<file path="config.mk">
export PLATFORM = sky130hd
export DESIGN_NAME = controle_exibicao_sequencia
export DESIGN_NICKNAME = d
export VERILOG_FILES = /design/src/rtl/controle_exibicao_sequencia_pkg.sv /design/src/rtl/controle_exibicao_sequencia_temporizador.sv /design/src/rtl/controle_exibicao_sequencia.sv
export SDC_FILE = /design/constraint.sdc
export NUM_CORES = 1
export LEC_CHECK = 0
export ABC_AREA = 1
export CAP_MARGIN = 20
export CELL_PAD_IN_SITES_DETAIL_PLACEMENT = 0
export CELL_PAD_IN_SITES_GLOBAL_PLACEMENT = 2
export CORE_ASPECT_RATIO = 0.7
export CORE_MARGIN = 2
export CORE_UTILIZATION = 30
export DETAILED_ROUTE_END_ITERATION = 6
export MAX_ROUTING_LAYER = met4
export PLACE_DENSITY = 0.94
export SLEW_MARGIN = 5
export SYNTH_ARGS = -nofsm -noshare
export SYNTH_HDL_FRONTEND = slang
export SYNTH_SLANG_ARGS = --single-unit
</file>
<file path="constraint.sdc">
create_clock -name clock -period 3.69 [get_ports clock]
set_input_delay 0.5535 -clock clock [delete_from_list [all_inputs] [get_ports clock]]
set_output_delay 0.5535 -clock clock [all_outputs]
set_load 0.02 [all_outputs]
</file>
<file path="src/rtl/controle_exibicao_sequencia_pkg.sv">
// ----------------------------------------------------------------------------
// controle_exibicao_sequencia_pkg
// Shared definitions for the "show sequence" sequencer of the memory game:
//   - state codes (OCIOSO..FIM), also used as the hexa7seg debug code
//   - debug-code encoder for the db_estado output
//   - timer width helper used by temporizador_exibicao
// ----------------------------------------------------------------------------
package controle_exibicao_sequencia_pkg;

    localparam int ESTADO_W = 3;

    localparam logic [ESTADO_W-1:0] OCIOSO  = 3'd0;
    localparam logic [ESTADO_W-1:0] CARREGA = 3'd1;
    localparam logic [ESTADO_W-1:0] ACENDE  = 3'd2;
    localparam logic [ESTADO_W-1:0] APAGA   = 3'd3;
    localparam logic [ESTADO_W-1:0] FIM     = 3'd4;

    localparam int DB_W = 4;

    // The debug display shows the raw state code, zero-extended to a nibble.
    function automatic logic [DB_W-1:0] codigo_debug(input logic [ESTADO_W-1:0] estado);
        return {1'b0, estado};
    endfunction

    // Enough bits to count 0..max(T_ON,T_OFF)-1, never less than one bit.
    function automatic int largura_timer(input int t_on, input int t_off);
        int maior;
        int largura;
        maior   = (t_on > t_off) ? t_on : t_off;
        largura = $clog2(maior);
        return (largura < 1) ? 1 : largura;
    endfunction

endpackage

</file>
<file path="src/rtl/controle_exibicao_sequencia_temporizador.sv">
// ----------------------------------------------------------------------------
// temporizador_exibicao
// Modulo counter timing the ON and OFF phases of each shown element.
// Ports:
//   clock      - system clock
//   reset      - synchronous, active-high
//   limpa      - forces the count to zero (highest priority after reset)
//   conta      - advances the count by one per cycle
//   sel_apaga  - terminal select: 0 = T_ON-1, 1 = T_OFF-1
//   fim_tempo  - high while the count equals the selected terminal value
// The count wraps to zero on its own when counting at terminal, so the
// ON->OFF hand-over needs no separate clear cycle.
// ----------------------------------------------------------------------------
module temporizador_exibicao
    import controle_exibicao_sequencia_pkg::*;
#(
    parameter int T_ON  = 500,
    parameter int T_OFF = 250
) (
    input  logic clock,
    input  logic reset,
    input  logic limpa,
    input  logic conta,
    input  logic sel_apaga,
    output logic fim_tempo
);

    if (T_ON < 1 || T_OFF < 1) begin : g_parametro_invalido
        $fatal(1, "temporizador_exibicao: T_ON and T_OFF must both be at least 1");
    end

    localparam int TW = largura_timer(T_ON, T_OFF);
    localparam logic [TW-1:0] TERMINAL_ON  = TW'(T_ON - 1);
    localparam logic [TW-1:0] TERMINAL_OFF = TW'(T_OFF - 1);

    logic [TW-1:0] contagem;

    assign fim_tempo = (contagem == (sel_apaga ? TERMINAL_OFF : TERMINAL_ON));

    // Count register: clear, wrap at terminal, or advance.
    always_ff @(posedge clock) begin
        if (reset) begin
            contagem <= '0;
        end else if (limpa) begin
            contagem <= '0;
        end else if (conta) begin
            if (fim_tempo) begin
                contagem <= '0;
            end else begin
                contagem <= contagem + TW'(1);
            end
        end else begin
            contagem <= contagem;
        end
    end

endmodule

</file>
<file path="src/rtl/controle_exibicao_sequencia.sv">
// ----------------------------------------------------------------------------
// controle_exibicao_sequencia
// Plays back the stored colour sequence, addresses 0..limite, on the LEDs:
// each element is loaded (1 cycle), lit for T_ON cycles, blanked for T_OFF.
// Ports:
//   clock, reset     - system clock, synchronous active-high reset
//   iniciar          - start request (only honoured while idle)
//   cancela          - abort back to idle, no completion pulse
//   limite           - index of the last element to show (captured at start)
//   dado_memoria     - memory read data for endereco (ready by end of cycle)
//   endereco         - memory read address
//   leds             - colour shown to the player
//   ocupado          - high whenever not idle
//   fim_sequencia    - one-cycle pulse after the last element's gap
//   db_estado        - state code for the debug display
// All outputs are registers loaded from the next-state decode, so they
// change together with the state and have no combinational input path.
// ----------------------------------------------------------------------------
module controle_exibicao_sequencia
    import controle_exibicao_sequencia_pkg::*;
#(
    parameter int T_ON  = 500,
    parameter int T_OFF = 250,
    parameter int AW    = 4,
    parameter int DW    = 4
) (
    input  logic            clock,
    input  logic            reset,
    input  logic            iniciar,
    input  logic            cancela,
    input  logic [AW-1:0]   limite,
    input  logic [DW-1:0]   dado_memoria,
    output logic [AW-1:0]   endereco,
    output logic [DW-1:0]   leds,
    output logic            ocupado,
    output logic            fim_sequencia,
    output logic [DB_W-1:0] db_estado
);

    logic [ESTADO_W-1:0] estado;
    logic [ESTADO_W-1:0] proximo;
    logic [AW-1:0]       limite_reg;
    logic [DW-1:0]       cor;

    logic                fim_tempo;
    logic                conta_tempo;

    logic [AW-1:0]       endereco_prox;
    logic [DW-1:0]       cor_prox;
    logic [DW-1:0]       leds_prox;
    logic [AW-1:0]       limite_prox;

    assign conta_tempo = (estado == ACENDE) || (estado == APAGA);

    temporizador_exibicao #(
        .T_ON  (T_ON),
        .T_OFF (T_OFF)
    ) u_temporizador (
        .clock     (clock),
        .reset     (reset),
        .limpa     (!conta_tempo),
        .conta     (conta_tempo),
        .sel_apaga (estado == APAGA),
        .fim_tempo (fim_tempo)
    );

    // Next-state decode; an abort outside idle overrides every transition.
    always_comb begin
        proximo = estado;
        case (estado)
            OCIOSO: begin
                if (iniciar && !cancela) begin
                    proximo = CARREGA;
                end else begin
                    proximo = OCIOSO;
                end
            end
            CARREGA: proximo = ACENDE;
            ACENDE: begin
                if (fim_tempo) begin
                    proximo = APAGA;
                end else begin
                    proximo = ACENDE;
                end
            end
            APAGA: begin
                if (!fim_tempo) begin
                    proximo = APAGA;
                end else if (endereco == limite_reg) begin
                    proximo = FIM;
                end else begin
                    proximo = CARREGA;
                end
            end
            FIM:     proximo = OCIOSO;
            default: proximo = OCIOSO;
        endcase
        if (cancela && (estado != OCIOSO)) begin
            proximo = OCIOSO;
        end else begin
            proximo = proximo;
        end
    end

    // Datapath next values: limit capture, address step, colour latch, LEDs.
    always_comb begin
        limite_prox   = limite_reg;
        endereco_prox = endereco;
        cor_prox      = cor;
        leds_prox     = '0;
        if ((estado == OCIOSO) && (proximo == CARREGA)) begin
            limite_prox = limite;
        end else begin
            limite_prox = limite_reg;
        end
        // Terminal check is done before this increment, so no wrap occurs.
        if (proximo == OCIOSO) begin
            endereco_prox = '0;
        end else if ((estado == APAGA) && (proximo == CARREGA)) begin
            endereco_prox = endereco + AW'(1);
        end else begin
            endereco_prox = endereco;
        end
        if ((estado == CARREGA) && (proximo == ACENDE)) begin
            cor_prox = dado_memoria;
        end else begin
            cor_prox = cor;
        end
        if (proximo == ACENDE) begin
            leds_prox = cor_prox;
        end else begin
            leds_prox = '0;
        end
    end

    // State, datapath and output registers.
    always_ff @(posedge clock) begin
        if (reset) begin
            estado        <= OCIOSO;
            limite_reg    <= '0;
            endereco      <= '0;
            cor           <= '0;
            leds          <= '0;
            ocupado       <= 1'b0;
            fim_sequencia <= 1'b0;
            db_estado     <= '0;
        end else begin
            estado        <= proximo;
            limite_reg    <= limite_prox;
            endereco      <= endereco_prox;
            cor           <= cor_prox;
            leds          <= leds_prox;
            ocupado       <= (proximo != OCIOSO);
            fim_sequencia <= (proximo == FIM);
            db_estado     <= codigo_debug(proximo);
        end
    end

endmodule

</file>
; Word level (Yosys, flattened, before mapping)
; Index checks and enable logic that the tools add are counted.
[classes]
add_sub_neg = 2
n_eq_ne = 8
mux = 8
bitwise_logic = 2
reduce_logical = 14
[ops]
columns = operator, count
row1 = $pmux W3 S4, 1
row2 = $add A9 B1 Y9 const B, 1
row3 = $eq A3 B2 Y1 const B, 3
row4 = $eq A9 B9 Y1, 1
row5 = $mux W3, 3
row6 = $mux W9, 1
row7 = $eq A3 B1 Y1 const B, 2
row8 = $logic_not A3 Y1, 2
row9 = $reduce_bool A3 Y1, 2
row10 = $logic_and A1 B1 Y1, 5
row11 = $add A4 B1 Y4 const B, 1
row12 = $eq A4 B4 Y1, 1
row13 = $mux W4, 1
row14 = $reduce_or A2 Y1, 2
row15 = $eq A3 B3 Y1 const B, 1
row16 = $reduce_or A3 Y1, 1
row17 = $mux W1, 2
row18 = $not A1 Y1, 2
row19 = $logic_not A1 Y1, 1
row20 = $logic_or A1 B1 Y1, 1
[totals]
ff_bits = 31
in_bits = 12
out_inout_bits = 14
elab_cells = 43

; Longest topological paths before layout
; Gate-level depths: netlist of run 1.
[depth]
depth_word = 9
mapped_depth = 13
depth_no_buf = 13

; Cells and area by module
; From an unflattened synthesis of run 1, not the netlist that was laid out.
[hier_totals]
hier_cells = 206
area_unflattened_um2 = 1498.9
[by_module_without_submodules]
columns = module, n_inst, cells_each, area_each_um2
row1 = controle_exibicao_sequencia, 1, 125, 967.2
row2 = temporizador_exibicao, 1, 81, 531.8

; Worst setup path before layout of run 1
; Ideal clock, no wire load.
[synth_path]
path_type = register to register
startpoint = register estado[1]
endpoint = register endereco[0]
setup_time_ps = 114
arrival_ps = 1494
required_ps = 3576
slack_ps = 2083
path_stages_with_launch = 12
path_buffers = 0
period_less_slack_ps = 1607
path_cell_list = dfxtp_1 > nand2_2 > nor2_4 > nand2_1 > nand2_2 > nand3_2 > nor2_1 > nor2_1 > nand2_2 > nand4_2 > o21ai_1 > nor2_1
[synth_between]
elab_chain_len = 8
[synth_lines]
columns = item, line
row1 = from (decl), controle_exibicao_sequencia.sv:40  ; logic [ESTADO_W-1:0] estado;
row2 = from (signal assigned), controle_exibicao_sequencia.sv:148  ; estado <= proximo;
row3 = $eq A3 B2 Y1, "controle_exibicao_sequencia.sv:63, controle_exibicao_sequencia.sv:70, controle_exibicao_sequencia.sv:119"
row4 = $mux W9, controle_exibicao_sequencia_temporizador.sv:38  ; assign fim_tempo = (contagem == (sel_apaga ? TERMINAL_OFF : TERMINAL_ON));
row5 = $eq A9 B9 Y1, controle_exibicao_sequencia_temporizador.sv:38
row6 = $mux W3 or $mux W1 (tied branches), "controle_exibicao_sequencia.sv:87, controle_exibicao_sequencia.sv:80"
row7 = $pmux W3 S4, controle_exibicao_sequencia.sv:70  ; case (estado)
row8 = $mux W3, controle_exibicao_sequencia.sv:98  ; if (cancela && (estado != OCIOSO)) begin
row9 = $eq A3 B1 Y1 or $logic_not A3 Y1 (tied branches), "controle_exibicao_sequencia.sv:119, controle_exibicao_sequencia.sv:117"
row10 = $logic_and A1 B1 Y1 or $reduce_or A2 Y1 (tied branches), -
row11 = to (signal assigned), controle_exibicao_sequencia.sv:150  ; endereco <= endereco_prox;
row12 = to (decl), controle_exibicao_sequencia.sv:33  ; output logic [AW-1:0] endereco,
; Several ways; a longest one is shown, not always the timed one.
; A chain may end at the register's enable or synchronous reset.

; Final worst setup path of run 1
[layout_path]
startpoint = input cancela
endpoint = register endereco[0]
[layout_between]
elab_chain_len = 7
[layout_lines]
columns = item, line
row1 = from (decl), controle_exibicao_sequencia.sv:30  ; input logic cancela,
row2 = $logic_not A1 Y1, controle_exibicao_sequencia.sv:72  ; if (iniciar && !cancela) begin
row3 = $logic_and A1 B1 Y1, controle_exibicao_sequencia.sv:72
row4 = $mux W1, controle_exibicao_sequencia.sv:72
row5 = $pmux W3 S4, controle_exibicao_sequencia.sv:70
row6 = $mux W3 *, controle_exibicao_sequencia.sv:98
row7 = $eq A3 B1 Y1 or $logic_not A3 Y1 (tied branches), "controle_exibicao_sequencia.sv:119, controle_exibicao_sequencia.sv:117"
row8 = $logic_and A1 B1 Y1 or $reduce_or A2 Y1 (tied branches), -
; Mark *: on every way between the ends. The rest lies on a longest branch, timed or not.

==> flow_summary_export.csv, run 1 <==
group,metric,value,unit
clocking,clk_latency,0.27,ns
worst_setup_path,path_max_fanout,7,
route,viasPerCell,4.22,
worst_hold_path,hold_path.class,"reg2reg",
floorplanning,core_area,4330,um2
final_layout,final_cell_mix,"nand2_1, nor2_1, dfxtp_1",
worst_setup_path,endpoint_kind,"flip-flop",
sta,rsz0062_at_grt,"false",
sta,final.setup.tns,0,ns
floorplanning,die_width,84.3,um
final_layout,area_growth,29.0,%
final_layout,nFillCells,455,
clocking,holdBufCountCts,0,
route,wl,2.74,mm
worst_setup_path,rr_endpoint,"leds[0]",
logic_synthesis,yosys-top-cells-area,"dfxtp_1, nand2_1, nor2_1",
worst_hold_path,whs_path_depth,2,
worst_setup_path,rr_worst_depth,7,
grt,busiest_layer,"met1",
clocking,cts_tree,"built",
floorplanning,rows,20,
worst_setup_path,cp_data_arrival_time,2.17,ns
sta,fin_crit_sh,0.543,
final_layout,instances_no_fill,274,
floorplanning,start_util,0.313,
placement,place.gp.congestion,0.807,
placement,pre_cts_ws,1.39,ns
grt,grt_start_max_net_pins,10,
worst_setup_path,r2r_slack,1.97,ns
grt,grt_pass1_wl,4.66,mm
final_layout,final_util,0.403,
floorplanning,die_area,5070,um2
worst_hold_path,min_to,"limite_reg[3]",
run_status,status,"complete, no violations",
final_layout,antennaDiodeCount,0,
sta,period_minus_slack,2.00,ns
route,ant_nets,0,
logic_synthesis,synth.avg_cell_area,7.20,um2
logic_synthesis,ys.warnings.count,0,
grt,grt_antenna_before_repair,0,
final_layout,largest_reg_flops,9,
placement,hpwl,2.11,mm
pwr,p_leak,0.752,nW
worst_setup_path,required,3.86,ns
final_layout,mostFrequentLayoutCell,"nand2_1",
sta,fin_ws,1.69,ns
route,wl_per_cell,9.98,um
pwr,pwr_density_cell,366,nW/um2
clocking,cts_max_level,2,
route,dr_total_vias,1156,
placement,dp_cells,266,
logic_synthesis,synth_top_area_frac,0.444,
logic_synthesis,yosysSeqAreaShare,0.444,
pwr,p_total,0.000640,W
logic_synthesis,yosysTopAreaCell,"dfxtp_1",
clocking,numCtsBuffers,5,
route,first_iter_violations,42,
floorplanning,io_pins,26,
logic_synthesis,netlist_area,1350,um2
clocking,clockBufferDepth,2,
grt,grt_util_met3,0.0442,
logic_synthesis,syn_inst,188,
final_layout,top_register,"u_temporizador.contagem",
worst_setup_path,worstSetupStartpointType,"input pin",
run,drv_cap,0,
sta,skew,0.00310,ns
grt,grt_pass1_vias,1055,
route,drc,0,
grt,grt_use_met2,0.162,
route,first_pass_iters,5,
pwr,vdd_drop_max,0.185,mV
clocking,cts_setup_buffers,0,
sta,hold_violations,0,
clocking,root_buffer,"clkbuf_8",
clocking,cts.repair.resized,0,
worst_hold_path,hp-start,"limite_reg[3]",
grt,track_usage,0.124,
grt,grt_overflow_total,0,
logic_synthesis,ys_seq_elements,30,
final_layout,final_nets,232,
worst_setup_path,r2r-start,"estado[1]",
final_layout,drive_above_1_share,0.0868,
sta,setup_viol_count_final,0,
clocking,cts.clk_slew.worst_paths,0.06,ns
logic_synthesis,synth_cell_type_count,25,
clocking,clkSinkCount,30,
placement,io_buffers,24,
sta,fmax,499,MHz
worst_setup_path,worstSetupPathType,"in2reg",
grt,met1_usage,0.172,
logic_synthesis,synth_nets,202,
floorplanning,die_h,60.2,um
sta,finalMaxSlewViolations,0,
## stage by stage
stage          hold slack, ns  instance area (um2)
2_1_floorplan           0.430                 1350
3_3_place_gp            0.454                 1660
3_5_place_dp            0.457                 1660
4_1_cts                 0.466                 1750
5_1_grt                 0.493                 1750
6_report                0.466                 1750
## metal layers
metal,part of all wire,up-vias,routed length (um)
li1,-,643,-
met1,0.59,473,1600
met2,0.35,35,944
met3,0.054,5,147
met4,0.015,0,40
met5,0,-,0
## cells in the mapped netlist
library cell   n
a21oi_1        6
buf_4          1
clkinv_1       1
conb_1         1
dfxtp_1       30
ha_1           2
inv_1         28
inv_2          4
nand2_1       36
nand2_2        3
nand2_4        1
nand3_1        8
nand3_2        2
nand3b_1       1
nand4_1        6
nand4_2        1
nor2_1        34
nor2_4         1
nor3_1         3
nor3b_1        3
nor4_1         1
o21ai_0        2
o21ai_1        7
xnor2_1        4
xor2_1         2
## critical path, cell delays in order
cell and delay, ns:
clkdlybuf4s50_1 0.45, nor2_1 0.21, nand3_1 0.28, inv_2 0.13, nor2_1 0.06, nand2_2 0.09, nand4_2 0.16, o21ai_1 0.17
nor2_1 0.05
## cell families after synthesis
kind of cell,share of synthesized area
AOI/OAI and AO/OA,0.0555
and+or+nand+nor,0.344
buffers and inverters,0.0970
DFF,0.444
adders and majority gates,0.0185
other,0.00277
xor gates and xnor gates,0.0388
## power by group
group	total (W)	switching [W]	internal, W
registers	0.000331	0.00000287	0.000329
logic	0.0000435	0.0000231	0.0000204
clock network	0.000265	0.000115	0.000150
## final cells by class
cell class	count	area, um2	area share
Clock buffer	7	86.3	0.0494
Sequential cell	30	601	0.344
Tap cell	55	68.8	0.0394
Multi-Input combinational cell	124	622	0.356
Inverter	33	124	0.0709
Clock inverter	1	5.00	0.00287
Timing Repair Buffer	24	240	0.138
## worst max path at each step
stage               startpoint           to  slack [ns]  cells past startpoint
finish                 cancela  endereco[0]        1.69                      9
global route           cancela  endereco[0]        1.49                      9
CTS                    cancela  endereco[0]        1.67                      9
detailed placement     cancela  endereco[0]        1.39                      9
global placement       cancela  endereco[0]        1.45                      9
floorplan            estado[1]  endereco[0]        2.08                     11
No activity file was read; power rests on OpenSTA's default activity.
==> run 2: changes to the inputs <==
--- a/config.mk
+++ b/config.mk
@@ -11,10 +11,10 @@
 export CELL_PAD_IN_SITES_GLOBAL_PLACEMENT = 2
 export CORE_ASPECT_RATIO = 0.7
 export CORE_MARGIN = 2
-export CORE_UTILIZATION = 30
+export CORE_UTILIZATION = 28
 export DETAILED_ROUTE_END_ITERATION = 6
 export MAX_ROUTING_LAYER = met4
-export PLACE_DENSITY = 0.94
+export PLACE_DENSITY = 0.9
 export SLEW_MARGIN = 5
 export SYNTH_ARGS = -nofsm -noshare
 export SYNTH_HDL_FRONTEND = slang
==> constraint.sdc (replaced) <==
create_clock -name clock -period 2 [get_ports clock]
set_input_delay 0.3 -clock clock [delete_from_list [all_inputs] [get_ports clock]]
set_output_delay 0.3 -clock clock [all_outputs]
set_load 0.02 [all_outputs]
==> run 2 against run 1 <==
  * Clock power rose by 120%
  * Count of clock-buffer cells in the layout down 2
  * Design area up 3.3%
  * Power up 100%
  * Die area up 6.7%
  * Core utilization decreased by 2.2 points
  * Register-to-register slack got worse by 1.7 ns
  * Sequential power grew 85%
  * Global-route usage decreased by 0.91 points
==> flow_summary_export.csv, run 2 (synthesized netlist as in run 1, its figures left out) <==
group,metric,value,unit
run_status,status,"complete, no violations",
final_layout,top_register,"u_temporizador.contagem",
grt,grt_pass1_wl,4.73,mm
clocking,cts_tree,"built",
pwr,p_total,0.00128,W
worst_hold_path,whs_path_depth,1,
placement,place.gp.congestion,0.790,
grt,track_usage,0.115,
final_layout,area_growth,33.3,%
route,first_iter_violations,52,
final_layout,final_cell_mix,"nand2_1, nor2_1, dfxtp_1",
clocking,cts.clk_slew.worst_paths,0.06,ns
sta,hold_slack,0.467,ns
sta,hold_violations,0,
grt,grt_overflow_total,0,
worst_setup_path,rr_worst_depth,9,
placement,io_buffers,24,
clocking,numCtsBuffers,5,
final_layout,drive_above_1_share,0.112,
worst_setup_path,path_max_fanout,4,
sta,rsz0062_at_grt,"false",
clocking,clk_latency,0.27,ns
clocking,clockBufferDepth,2,
placement,hpwl,2.18,mm
floorplanning,die_area,5420,um2
floorplanning,rows,21,
worst_setup_path,worstSetupStartpointType,"flip-flop",
run,drv_cap,0,
final_layout,final_nets,237,
grt,grt_antenna_before_repair,0,
worst_setup_path,required,1.70,ns
worst_setup_path,endpoint_kind,"primary output",
floorplanning,start_util,0.286,
pwr,vdd_drop_max,0.336,mV
placement,pre_cts_ws,0.239,ns
placement,placed_area,1700,um2
worst_hold_path,hold_path.class,"reg2reg",
worst_setup_path,worstSetupPathType,"reg2out",
sta,fin_ws,0.288,ns
route,ant_nets,0,
route,dr_total_vias,1174,
sta,final.setup.tns,0,ns
clocking,cts_max_level,2,
floorplanning,core_area,4730,um2
final_layout,largest_reg_flops,9,
grt,grt_pass1_vias,1054,
route,wl_per_cell,9.98,um
floorplanning,die_width,87.1,um
sta,fin_crit_sh,0.856,
route,drc,0,
floorplanning,die_h,62.2,um
pwr,pwr_density_cell,712,nW/um2
sta,setup_viol_count_final,0,
route,viasPerCell,4.18,
clocking,root_buffer,"clkbuf_8",
route,wl,2.80,mm
sta,period_minus_slack,1.71,ns
floorplanning,io_pins,26,
clocking,clkSinkCount,30,
grt,grt_start_max_net_pins,11,
final_layout,antennaDiodeCount,0,
sta,finalMaxSlewViolations,0,
final_layout,mostFrequentLayoutCell,"nand2_1",
route,first_pass_iters,4,
clocking,cts.repair.resized,0,
final_layout,postLayoutCellArea,1800,um2
clocking,cts_setup_buffers,0,
clocking,holdBufCountCts,0,
sta,skew,0.00736,ns
sta,fmax,584,MHz
worst_setup_path,r2r_slack,0.31,ns
worst_setup_path,cp_data_arrival_time,1.41,ns
pwr,p_leak,0.785,nW
## run 2: power by group
part	total, W	internal (W)	switching [W]
logic	0.0000875	0.0000425	0.0000450
clock network	0.000586	0.000366	0.000220
registers	0.000611	0.000606	0.00000503
## run 2: worst max-delay path: stages, from the launching register on
cell,delay (ns)
dfxtp_1,0.39
buf_4,0.15
clkdlybuf4s50_1,0.60
## run 2: final cells by class
class	count	area [um2]
fill	507	2930
multi-input combinational	124	622
sequential	30	601
timing repair buffer	29	278
inverter	33	124
tap	57	71.3
clock buffer	5	68.8
clock inverter	3	40.0
## run 2: worst paths after layout
kind,from,to
max reg2reg,estado[2],endereco[0]
min,u_temporizador.contagem[0],u_temporizador.contagem[0]
min reg2reg,u_temporizador.contagem[0],u_temporizador.contagem[0]
max,estado[1],db_estado[1]
## run 2: stage by stage
step	utilization	instances
finish	0.381	281
global route	0.381	281
CTS	0.381	281
detailed placement	0.358	273
global placement	0.358	273
floorplan	-	188
## run 2: routing by layer
metal | global-route usage | routed length (um) | vias to the layer above
met5 | - | 0 | -
met4 | 0.0346 | 8 | 0
met3 | 0.0372 | 172 | 2
met2 | 0.144 | 1010 | 25
met1 | 0.173 | 1610 | 491
li1 | - | - | 656
